===== config.mk =====
export PLATFORM = sky130hd
export DESIGN_NAME = if_id_stage
export DESIGN_NICKNAME = d
export VERILOG_FILES = /design/src/rtl/if_id_stage.sv
export SDC_FILE = /design/constraint.sdc
export NUM_CORES = 1
export LEC_CHECK = 0
export ABC_AREA = 1
export CORE_MARGIN = 2
export CORE_UTILIZATION = 29
export CTS_CLUSTER_SIZE = 30
export DETAILED_ROUTE_END_ITERATION = 16
export PLACE_DENSITY = 0.67
export RECOVER_POWER = 100
export SKIP_CTS_REPAIR_TIMING = 1
export SYNTH_ARGS = -nofsm -noshare
export SYNTH_HDL_FRONTEND = slang
export SYNTH_SLANG_ARGS = --single-unit

===== constraint.sdc =====
create_clock -name Clk -period 1.15 [get_ports Clk]
set_input_delay 0.345 -clock Clk [delete_from_list [all_inputs] [get_ports Clk]]
set_output_delay 0.345 -clock Clk [all_outputs]
set_load 0.005 [all_outputs]

===== src/rtl/if_id_stage.sv =====
// IF/ID pipeline register: latches the fetched instruction and PC+4, splits decode fields,
// handles stall/flush with a stall-timeout monitor. Optional counters under `IFID_PERF_CNT_EN.
module if_id_stage #(
    parameter logic [31:0] NOP_WORD  = 32'h0000_0000,
    parameter logic [7:0]  STALL_MAX = 8'd16
) (
    input  logic        Clk,
    input  logic        Rst_n,
    input  logic [31:0] InstructionIn,
    input  logic [31:0] PCPlus4In,
    input  logic        FetchValid,
    input  logic        Stall,
    input  logic        Flush,
    output logic [31:0] InstructionOut,
    output logic [31:0] PCPlus4Out,
    output logic        ValidOut,
    output logic [5:0]  Opcode,
    output logic [4:0]  Rs,
    output logic [4:0]  Rt,
    output logic [4:0]  Rd,
    output logic [4:0]  Shamt,
    output logic [5:0]  Funct,
    output logic [15:0] Imm16,
    output logic [25:0] JumpIndex,
    output logic        StallTimeout
`ifdef IFID_PERF_CNT_EN
    ,
    output logic [31:0] InstrCount,
    output logic [31:0] StallCycles,
    output logic [31:0] FlushCount
`endif
);

    typedef enum logic [1:0] {
        EMPTY = 2'b00,
        FULL  = 2'b01,
        HELD  = 2'b10
    } state_e;

    state_e      state_q, state_d;
    logic [31:0] instr_q, instr_d;
    logic [31:0] pc_q, pc_d;
    logic [7:0]  stall_cnt_q, stall_cnt_d;
    logic        timeout_q, timeout_d;

    // Flush wins over Stall, Stall wins over a normal load.
    always_comb begin
        // NOTE: every signal gets a default first so no path leaves it unassigned (no latch).
        state_d     = state_q;
        instr_d     = instr_q;
        pc_d        = pc_q;
        stall_cnt_d = stall_cnt_q;
        if (Flush) begin
            instr_d     = NOP_WORD;
            pc_d        = PCPlus4In;
            state_d     = EMPTY;
            stall_cnt_d = 8'd0;
        end else if (Stall) begin
            stall_cnt_d = (stall_cnt_q == 8'hFF) ? stall_cnt_q : stall_cnt_q + 8'd1;
            state_d     = (state_q == FULL) ? HELD : state_q;
        end else begin
            instr_d     = FetchValid ? InstructionIn : NOP_WORD;
            pc_d        = PCPlus4In;
            state_d     = FetchValid ? FULL : EMPTY;
            stall_cnt_d = 8'd0;
        end
        timeout_d = (stall_cnt_d >= STALL_MAX);
    end

    // NOTE: sequential state uses non-blocking assignments so all registers update together.
    always_ff @(posedge Clk or negedge Rst_n) begin
        if (!Rst_n) begin
            state_q     <= EMPTY;
            instr_q     <= NOP_WORD;
            pc_q        <= 32'd0;
            stall_cnt_q <= 8'd0;
            timeout_q   <= 1'b0;
        end else begin
            state_q     <= state_d;
            instr_q     <= instr_d;
            pc_q        <= pc_d;
            stall_cnt_q <= stall_cnt_d;
            timeout_q   <= timeout_d;
        end
    end

    assign InstructionOut = instr_q;
    assign PCPlus4Out     = pc_q;
    assign ValidOut       = (state_q != EMPTY);
    assign StallTimeout   = timeout_q;

    assign Opcode    = instr_q[31:26];
    assign Rs        = instr_q[25:21];
    assign Rt        = instr_q[20:16];
    assign Rd        = instr_q[15:11];
    assign Shamt     = instr_q[10:6];
    assign Funct     = instr_q[5:0];
    assign Imm16     = instr_q[15:0];
    assign JumpIndex = instr_q[25:0];

`ifdef IFID_PERF_CNT_EN
    logic [31:0] instr_cnt_q, stall_cyc_q, flush_cnt_q;

    function automatic logic [31:0] sat_inc(input logic [31:0] v);
        return (v == 32'hFFFF_FFFF) ? v : v + 32'd1;
    endfunction

    always_ff @(posedge Clk or negedge Rst_n) begin
        if (!Rst_n) begin
            instr_cnt_q <= 32'd0;
            stall_cyc_q <= 32'd0;
            flush_cnt_q <= 32'd0;
        end else begin
            if (Flush)
                flush_cnt_q <= sat_inc(flush_cnt_q);
            else if (Stall)
                stall_cyc_q <= sat_inc(stall_cyc_q);
            else if (FetchValid)
                instr_cnt_q <= sat_inc(instr_cnt_q);
        end
    end

    assign InstrCount  = instr_cnt_q;
    assign StallCycles = stall_cyc_q;
    assign FlushCount  = flush_cnt_q;
`endif

endmodule


==> impl_metrics.ini <==
[clock_network]
clk_latency_ns = 0.32
cts_max_path_buffers = 2
cts_buffers = 9
htreeDepth = 3
clock_sinks = 75
cts_tree = built
cts_root_buf = clkbuf_16
clkTransAtPathRegs_ns = 0.06

[floorplan]
io_pins = 209
num_rows = 40
die_x_um = 114
die_area_um2 = 13000
start_util_pct = 29.4
die_h_um = 114
core_area_um2 = 11900

[detailed_routing]
drc = 0
drt_pass1_iterations = 6
final_antenna_net_count = 0
via_per_inst = 4.63
routed_wl_um = 10600
wire_per_inst_um = 14.9
dr.first_iter.drc_count = 149
dr_total_vias = 3277

[grt]
grt_pass1_wl_um = 14900
grt_usage_pct = 14.3
grt_pass1_vias = 3023
grt_max_degree = 76
antenna_found_initial = 0
overflow = 0

[sta]
final.period_utilization_pct = 122
relSlewSlack_pct = 36.5
fin_ws_ns = -0.257
grt_setup_unrepaired = yes
period_needed_ns = 1.41
clock.fmax_ghz = 0.711
hold_viol = 0
setup_viol = 181
slew_viol_final = 0
worst_pin_slew_ns = 0.952
finClkSkew_ns = 0.00262

[power]
leakagePower_nw = 3.05
ir_drop_uv = 680
power.density_nw_per_um2 = 1230
p_total_mw = 6.94

[placement]
port_buffers = 208
gp_congestion = 0.819
preCtsSetupSlack_ns = -0.536
dp_hpwl_um = 6920

[critical_path]
cpMostUsedCell = buf_6
slowest_stage = dfrtp_1
reg2reg_depth = 9
cp_num_cells = 3
crit_chain = buf_6, buf_6, buf_6
required_ns = 0.81
critPathBufInv = 3
path_delay_family = flip-flops
reg2reg_to = StallTimeout
max_stage_delay_ns = 0.40
start_kind = flip-flop
end_kind = output pin
critPathKind = reg -> out
arrival_ns = 1.06
reg2reg_slack_ns = -0.21
crit_fanout = 3
r2r_start = stall_cnt_q[1]

[logic_synthesis]
yosysWarnings = 0
yosysTopAreaCell = dfrtp_1
yosysTopAreaCellShare_pct = 53.5
ys_async_sr_fraction_pct = 100
avgSynthCellArea_um2 = 9.74
syn_inst = 360
synth.distinct_cells = 20
synthesis.area_um2 = 3510
synth_area_leaders = dfrtp_1, buf_4, nand2_1
synth-main-ff-cell = dfrtp_1
synth-seq-cells = 75
yosysMostFrequentCell = nand2_1
yosysSeqAreaShare_pct = 53.5
synth_edf_count = 0
synth_commonest_cells = nand2_1, dfrtp_1, buf_4
syn-num-nets = 430

[hold_path]
hold_path.class = in -> async

[final_layout]
syn2layout_area_growth_pct = 60.8
drive_gt1_share_pct = 44.2
nets = 626
antenna_cells = 0

[run_status]
status = complete, but fails checks
failed_checks = setup timing

[run]
maxCapViolCount = 0
-- state kept, by name (all words and copies together) (netlist names) --
register and count:
stall_cnt_q 8, StallTimeout 1, state_q 2, PCPlus4Out 32
InstructionOut 32
-- worst max-delay path by stage --
stage,startpoint,to,slack [ns]
after floorplan,stall_cnt_q[0],StallTimeout,-0.08
after global placement,Stall,PCPlus4Out[22],-0.47
after detailed placement,Stall,PCPlus4Out[13],-0.54
after CTS,InstructionOut[7],Imm16[7],-0.52
after global routing,InstructionOut[10],JumpIndex[10],-0.29
final,InstructionOut[10],JumpIndex[10],-0.26
-- through the flow --
stage / hold slack [ns] / utilization (%) / TNS, ns / area, um^2 / instances
floorplan: 0.0494 / - / -0.174 / 3510 / 360
global placement: 0.393 / 45.1 / -44.15 / 5370 / 644
detailed placement: 0.400 / 45.1 / -47.39 / 5370 / 644
CTS: 0.0472 / 47.8 / -73.03 / 5690 / 660
global route: 0.364 / 47.3 / -23.08 / 5640 / 708
finish: 0.274 / 47.3 / -15.79 / 5640 / 708
-- layout make-up --
type / count / area, um^2
repair buffers: 275 / 2160
multi-input cells: 180 / 1040
inverters: 15 / 58.8
clock buffers: 10 / 229
well taps: 147 / 184
flip-flops and latches: 75 / 1880
clock inverters: 6 / 88.8
fillers: 1162 / 6270
-- where the power goes --
group          leakage [nW]  switching (mW)  internal, mW  total (mW)
Clock                 0.149            1.10          1.90        3.00
Sequential            0.966           0.106          2.78        2.89
Combinational          1.93           0.434         0.614        1.05
-- kinds of logic after synthesis --
| kind of cell | count (synthesis) | share of synthesized area, % |
|---|---|---|
| and+or+nand+nor | 131 | 14.7 |
| buffers and inverters | 106 | 19.7 |
| DFF | 75 | 53.5 |
| AOI/OAI and AO/OA | 47 | 11.7 |
| adders and majority gates | 1 | 0.357 |
-- placed cells by master, fill, tap and decap left out, types with 2 or more instances in the layout --
master           netlist  layout
dfrtp_1               75      72
nand3_1                7       2
a32o_1                33      33
buf_2                 11      13
clkbuf_2               0     114
o21bai_1               3       2
clkinvlp_4             0       2
buf_6                  0      36
dfrtp_2                0       3
nor2_2                 1       2
nor2_1                 8       6
nor2_4                 1       2
a21oi_1                5       4
clkbuf_16              0      11
bufinv_16              0       2
nand2_1              112     108
inv_1                 13      11
dlymetal6s2s_1         0       6
clkbuf_1               6       2
o21ai_2                0       4
nand2_2                2       4
inv_2                  2       3
nand3_2                0       5
clkdlybuf4s50_1        0      65
buf_4                 74      33
nand2_4                0       3
buf_12                 0       4
-- routing by layer --
layer  track usage [%]  up-vias  wire length, um
met1              17.5     1598             4360
li1                  -     1513                -
met2              24.2      155             5170
met5                 0        -                0
met4              4.07        0               98
met3              4.68       11              936
Note: power is estimated with default switching activity, not from simulation.
